File: config.mk
export PLATFORM = sky130hd
export DESIGN_NAME = dram_rmw_ctrl_flat
export DESIGN_NICKNAME = d
export VERILOG_FILES = /design/src/rtl/dram_rmw_ctrl_if.sv /design/src/rtl/dram_rmw_ctrl.sv /design/src/flat_wrapper.sv
export SDC_FILE = /design/constraint.sdc
export NUM_CORES = 1
export LEC_CHECK = 0
export ABC_AREA = 1
export CAP_MARGIN = 25
export CORE_MARGIN = 2
export CORE_UTILIZATION = 47
export DETAILED_ROUTE_END_ITERATION = 6
export GPL_ROUTABILITY_DRIVEN = 1
export GPL_TIMING_DRIVEN = 0
export PLACE_DENSITY_LB_ADDON = 0.2
export SLEW_MARGIN = 10
export SYNTH_ARGS = -nofsm -noshare
export SYNTH_HDL_FRONTEND = slang
export SYNTH_SLANG_ARGS = --single-unit
File: constraint.sdc
create_clock -name clock -period 3.1 [get_ports clock]
set_clock_uncertainty 0.1 [all_clocks]
set_input_delay 0.465 -clock clock [delete_from_list [all_inputs] [get_ports clock]]
set_output_delay 0.465 -clock clock [all_outputs]
set_load 0.01 [all_outputs]
File: src/rtl/dram_rmw_ctrl_if.sv
// Request/response and RAM-side bus of the data-RAM access controller.
// slave: controller view. master: environment view (requester plus RAM).
interface dram_rmw_ctrl_if #(
    parameter int unsigned AWIDTH = 3,
    parameter int unsigned DWIDTH = 32
);
    localparam int unsigned BEWIDTH = DWIDTH / 8;

    logic               req_valid;
    logic               req_ready;
    logic               req_we;
    logic [AWIDTH-1:0]  req_addr;
    logic [DWIDTH-1:0]  req_wdata;
    logic [BEWIDTH-1:0] req_be;

    logic               rsp_valid;
    logic               rsp_we;
    logic [DWIDTH-1:0]  rsp_rdata;

    logic [AWIDTH-1:0]  ram_addr;
    logic [DWIDTH-1:0]  ram_din;
    logic               ram_we;
    logic [DWIDTH-1:0]  ram_dout;

    modport slave (
        input  req_valid, req_we, req_addr, req_wdata, req_be, ram_dout,
        output req_ready, rsp_valid, rsp_we, rsp_rdata, ram_addr, ram_din, ram_we
    );

    modport master (
        output req_valid, req_we, req_addr, req_wdata, req_be, ram_dout,
        input  req_ready, rsp_valid, rsp_we, rsp_rdata, ram_addr, ram_din, ram_we
    );
endinterface

File: src/rtl/dram_rmw_ctrl.sv
// Access controller for a single-port, 1-cycle sync-read data RAM.
// Byte-masked writes are run as read-modify-write since the RAM only writes whole words.
// Optional feature macro: RMW_FULLWR_SKIP_EN -- full-mask writes skip the RAM read
// (IDLE -> WR). When undefined, every write merges via RD/DATA and the WR state is not built.
module dram_rmw_ctrl #(
    parameter int unsigned AWIDTH = 3,
    parameter int unsigned DWIDTH = 32
) (
    input  logic          clock,
    input  logic          reset,
    dram_rmw_ctrl_if.slave bus
);
    localparam int unsigned BEWIDTH = DWIDTH / 8;

`ifdef RMW_FULLWR_SKIP_EN
    typedef enum logic [1:0] {StIdle = 2'd0, StRd = 2'd1, StData = 2'd2, StWr = 2'd3} state_e;
`else
    typedef enum logic [1:0] {StIdle = 2'd0, StRd = 2'd1, StData = 2'd2} state_e;
`endif

    state_e             state_q, state_d;
    logic [AWIDTH-1:0]  a_q, a_d;
    logic [DWIDTH-1:0]  d_q, d_d;
    logic [BEWIDTH-1:0] be_q, be_d;
    logic               we_q, we_d;
    logic               rsp_valid_q, rsp_valid_d;
    logic               rsp_we_q, rsp_we_d;
    logic [DWIDTH-1:0]  rsp_rdata_q, rsp_rdata_d;

    logic [DWIDTH-1:0]  merged;
    logic [DWIDTH-1:0]  ram_din_c;
    logic               ram_we_c;
    logic               req_ready_c;

    // Byte merge of latched write data over the word just read from the RAM.
    always_comb begin
        merged = bus.ram_dout;
        for (int unsigned i = 0; i < BEWIDTH; i++) begin
            if (be_q[i]) begin
                merged[8*i +: 8] = d_q[8*i +: 8];
            end
        end
    end

    // Next-state, request latching and RAM/response drive.
    always_comb begin
        state_d     = state_q;
        a_d         = a_q;
        d_d         = d_q;
        be_d        = be_q;
        we_d        = we_q;
        rsp_valid_d = 1'b0;
        rsp_we_d    = 1'b0;
        rsp_rdata_d = rsp_rdata_q;
        req_ready_c = 1'b0;
        ram_din_c   = '0;
        ram_we_c    = 1'b0;

        unique case (state_q)
            StIdle: begin
                req_ready_c = 1'b1;
                if (bus.req_valid) begin
                    a_d  = bus.req_addr;
                    d_d  = bus.req_wdata;
                    be_d = bus.req_be;
                    we_d = bus.req_we;
`ifdef RMW_FULLWR_SKIP_EN
                    if (bus.req_we && (&bus.req_be)) begin
                        state_d = StWr;
                    end else begin
                        state_d = StRd;
                    end
`else
                    state_d = StRd;
`endif
                end
            end
            // RAM samples a_q on the edge leaving this state.
            StRd: begin
                state_d = StData;
            end
            // ram_dout now holds mem[a_q]; writes store the merged word back.
            StData: begin
                if (we_q) begin
                    ram_din_c   = merged;
                    ram_we_c    = 1'b1;
                    rsp_rdata_d = merged;
                end else begin
                    rsp_rdata_d = bus.ram_dout;
                end
                rsp_valid_d = 1'b1;
                rsp_we_d    = we_q;
                state_d     = StIdle;
            end
`ifdef RMW_FULLWR_SKIP_EN
            StWr: begin
                ram_din_c   = d_q;
                ram_we_c    = 1'b1;
                rsp_rdata_d = d_q;
                rsp_valid_d = 1'b1;
                rsp_we_d    = 1'b1;
                state_d     = StIdle;
            end
`endif
            default: begin
                state_d = StIdle;
            end
        endcase
    end

    // State and datapath registers with synchronous reset.
    always_ff @(posedge clock) begin
        if (reset) begin
            state_q     <= StIdle;
            a_q         <= '0;
            d_q         <= '0;
            be_q        <= '0;
            we_q        <= 1'b0;
            rsp_valid_q <= 1'b0;
            rsp_we_q    <= 1'b0;
            rsp_rdata_q <= '0;
        end else begin
            state_q     <= state_d;
            a_q         <= a_d;
            d_q         <= d_d;
            be_q        <= be_d;
            we_q        <= we_d;
            rsp_valid_q <= rsp_valid_d;
            rsp_we_q    <= rsp_we_d;
            rsp_rdata_q <= rsp_rdata_d;
        end
    end

    assign bus.req_ready = req_ready_c;
    assign bus.rsp_valid = rsp_valid_q;
    assign bus.rsp_we    = rsp_we_q;
    assign bus.rsp_rdata = rsp_rdata_q;
    assign bus.ram_addr  = a_q;
    assign bus.ram_din   = ram_din_c;
    // Gated so an in-flight write can never land on a reset edge.
    assign bus.ram_we    = ram_we_c & ~reset;
endmodule
File: src/flat_wrapper.sv
// flat-port wrapper written by rule: the top's interface ports become plain ports
module dram_rmw_ctrl_flat 
#(
    parameter int unsigned AWIDTH = 3,
    parameter int unsigned DWIDTH = 32
)
  (clock, reset, bus_req_valid, bus_req_we, bus_req_addr, bus_req_wdata, bus_req_be, bus_ram_dout, bus_req_ready, bus_rsp_valid, bus_rsp_we, bus_rsp_rdata, bus_ram_addr, bus_ram_din, bus_ram_we);
  dram_rmw_ctrl_if #(.AWIDTH(AWIDTH), .DWIDTH(DWIDTH)) bus_i ();
  input  logic clock;
  input  logic reset;
  input wire logic [$bits(bus_i.req_valid)-1:0] bus_req_valid;
  input wire logic [$bits(bus_i.req_we)-1:0] bus_req_we;
  input wire logic [$bits(bus_i.req_addr)-1:0] bus_req_addr;
  input wire logic [$bits(bus_i.req_wdata)-1:0] bus_req_wdata;
  input wire logic [$bits(bus_i.req_be)-1:0] bus_req_be;
  input wire logic [$bits(bus_i.ram_dout)-1:0] bus_ram_dout;
  output wire logic [$bits(bus_i.req_ready)-1:0] bus_req_ready;
  output wire logic [$bits(bus_i.rsp_valid)-1:0] bus_rsp_valid;
  output wire logic [$bits(bus_i.rsp_we)-1:0] bus_rsp_we;
  output wire logic [$bits(bus_i.rsp_rdata)-1:0] bus_rsp_rdata;
  output wire logic [$bits(bus_i.ram_addr)-1:0] bus_ram_addr;
  output wire logic [$bits(bus_i.ram_din)-1:0] bus_ram_din;
  output wire logic [$bits(bus_i.ram_we)-1:0] bus_ram_we;
  assign bus_i.req_valid = bus_req_valid;
  assign bus_i.req_we = bus_req_we;
  assign bus_i.req_addr = bus_req_addr;
  assign bus_i.req_wdata = bus_req_wdata;
  assign bus_i.req_be = bus_req_be;
  assign bus_i.ram_dout = bus_ram_dout;
  assign bus_req_ready = bus_i.req_ready;
  assign bus_rsp_valid = bus_i.rsp_valid;
  assign bus_rsp_we = bus_i.rsp_we;
  assign bus_rsp_rdata = bus_i.rsp_rdata;
  assign bus_ram_addr = bus_i.ram_addr;
  assign bus_ram_din = bus_i.ram_din;
  assign bus_ram_we = bus_i.ram_we;
  dram_rmw_ctrl #(.AWIDTH(AWIDTH), .DWIDTH(DWIDTH)) u_core (.clock(clock), .reset(reset), .bus(bus_i));
endmodule
==> out/results.ini <==
[worst_setup_path]
crit_path_start = u_core.state_q[1]$_SDFFE_PP0P_
worstPathArrival_ns = 2.01
crit_fanout = 10
r2r-start = u_core.state_q[1]$_SDFFE_PP0P_
cp_data_required_time_ns = 2.53
critPathLaunchType = register
critical_path_class = reg -> out
cp-end-kind = output pin

[drt]
vias_per_cell = 4.67
final_antenna_net_count = 0
drc = 0
wl_per_cell_um = 12.3
drt_iter0_drc = 213
vias = 4023
wl_um = 10600
dr.pass1.iters = 5

[power_and_ir_drop]
clock_power_share = 0.411
p_leak_nw = 2.72
combPwrFrac = 0.176
switchingPower_mw = 0.644
power.share.switching = 0.246
ir_worst_vdd_mv = 0.301
p_int_mw = 1.97
p_per_area_mw_per_mm2 = 474
seq_power_share = 0.413
total_power_mw = 2.62

[logic_synthesis]
synth_top_family_by_area = simple AND/OR/NAND/NOR gates
synth_area_leader_cell = dfxtp_1
yosys_warnings = 0
synth-simple-area-share = 0.361
synth_top_area_frac = 0.416
ys_seq_area_frac = 0.416
ys_ff_latch = 76
synth_cell_types = 18
syn_area_per_cell_sq_um = 6.10
synthCells = 599
synth_fa_ha_area_frac = 0
synth_xor_xnor_area_share = 0
synthArstFlopShare = 0
synth_area_sq_mm = 0.00365
synth_flop_cell = dfxtp_1
syn-num-nets = 674
synth.most_common_cell = nand2_1
synth_mux_area_frac = 0
yosys-top-cells-count = 256 x nand2_1, 82 x nor2_1, 76 x dfxtp_1, 70 x inv_1, 35 x o21ai_0
synth_compound_area_frac = 0.0986
synth_edf_count = 0
synthTopCellsByArea = dfxtp_1 42%, nand2_1 26%, nor2_1 8.4%

[clocking]
clock_path_buffers = 2
post_cts_buffers = 0
root_buffer = clkbuf_8
cts_tree = done
clock-sinks = 76
clock_latency_ns = 0.34
hold_buffers = 0
cts_buffers = 9
path_clk_slew_ns = 0.08
postCtsResizedCells = 0
htree_levels = 3

[placement]
dpl.cell_count = 846
port_buffers = 145
dp_hpwl_um = 8060
placed_area_sq_mm = 0.00523
dp_worst_setup_slack_ns = 0.590
gp_congestion = 0.840

[floorplanning]
start_util = 0.478
core_area_sq_mm = 0.00765
chipWidth_um = 92.2
dieArea_sq_mm = 0.00849
core.rowCount = 32
ioPinCount = 146
die_height_um = 92.2

[run_status]
status = complete, no violations

[timing]
slew_headroom = 0.639
max_freq_mhz = 389
rsz0062_at_grt = false
hold_ws_ns = 0.389
max_slew.worst_pin.slew_ns = 0.541
setup_viol = 0
tns_ns = 0
min_period_ns = 2.57
setup_ws_ns = 0.530
hold_viol_final = 0
timing.final.crit_share = 0.829
finalMaxSlewViolations = 0

[cells_and_area]
n_antenna_cell = 0
fillerInstances = 657
area_delta_synth_final_pct = 51.1
final_cell_area_sq_mm = 0.00552
nets = 830
utilization = 0.722
layout.cells.non_filler = 862
drive_gt1_frac = 0.0605

[grt]
grtUsageTotal = 0.257
grt_overflow_total = 0
grt_pass1_vias = 3762
grt_pass1_wl_um = 17400
grt_start_max_net_pins = 14
antenna_found_initial = 0

[flow_run]
drv_cap = 0

[min_path]
holdCritPathClass = reg -> reg
hp-start = u_core.d_q[21]$_SDFFE_PP0P_

-- power by group through the flow --
stage	clock, mW	combinational, mW	sequential [mW]
final	1.08	0.460	1.08
after global routing	1.13	0.518	1.09
after floorplan	0	0.232	1.11
after detailed placement	0	0.457	1.10
after CTS	1.08	0.461	1.08
after global placement	0	0.448	1.10
-- state kept, by name (all words and copies together) (netlist names) --
signal                cells
u_core.state_q            2
u_core.we_q               1
u_core.bus.rsp_valid      1
u_core.bus.rsp_we         1
u_core.d_q               32
u_core.bus.rsp_rdata     32
u_core.bus.ram_addr       3
u_core.be_q               4
-- worst paths after layout --
path	end	slack (ns)	cells past startpoint
worst max-delay path	bus_ram_din[14]	0.53	6
worst min-delay path	u_core.d_q[21]$_SDFFE_PP0P_	0.39	2
worst max register to register	u_core.d_q[26]$_SDFFE_PP0P_	1.70	5
worst min register to register	u_core.d_q[21]$_SDFFE_PP0P_	0.39	2
-- cell families after synthesis --
logic type	after synthesis
buf+inv	105
compound gates	72
flops	76
simple gates	346
-- worst max-delay path, cell delays in order, from the launching register on --
cell and delay (ns):
dfxtp_1 0.42, nand2_2 0.18, nor2_4 0.21, buf_6 0.17
nand2_1 0.08, inv_1 0.06, clkdlybuf4s50_1 0.55
-- metal layers --
metal | global-route usage | share of wire | vias to the layer above
met3 | 0.0427 | 0.060 | 16
met1 | 0.335 | 0.45 | 1775
met5 | 0 | 0 | -
li1 | - | - | 2103
met2 | 0.428 | 0.47 | 129
met4 | 0.0983 | 0.017 | 0
-- cell type report --
type,count,area (sq um),share of cell area
flip-flops and latches,76,1520,0.276
well taps,102,128,0.0231
multi-input cells,418,1680,0.304
inverters,73,274,0.0496
clock inverters,6,159,0.0288
repair buffers,145,1450,0.263
clock buffers,10,128,0.0231
plain buffers,32,178,0.0322
-- cell usage in the layout (no fill, tap or decap), types with 4 or more instances in the layout --
master and count:
o21ai_0 35, buf_2 14, clkdlybuf4s50_1 145, dfxtp_1 76, clkbuf_8 9, buf_4 4, nor2_1 82, nand2_1 256
inv_1 70, o21ai_1 5, bufinv_16 5, a21oi_1 32, clkbuf_1 9
No activity file was read; power rests on OpenSTA's default activity.
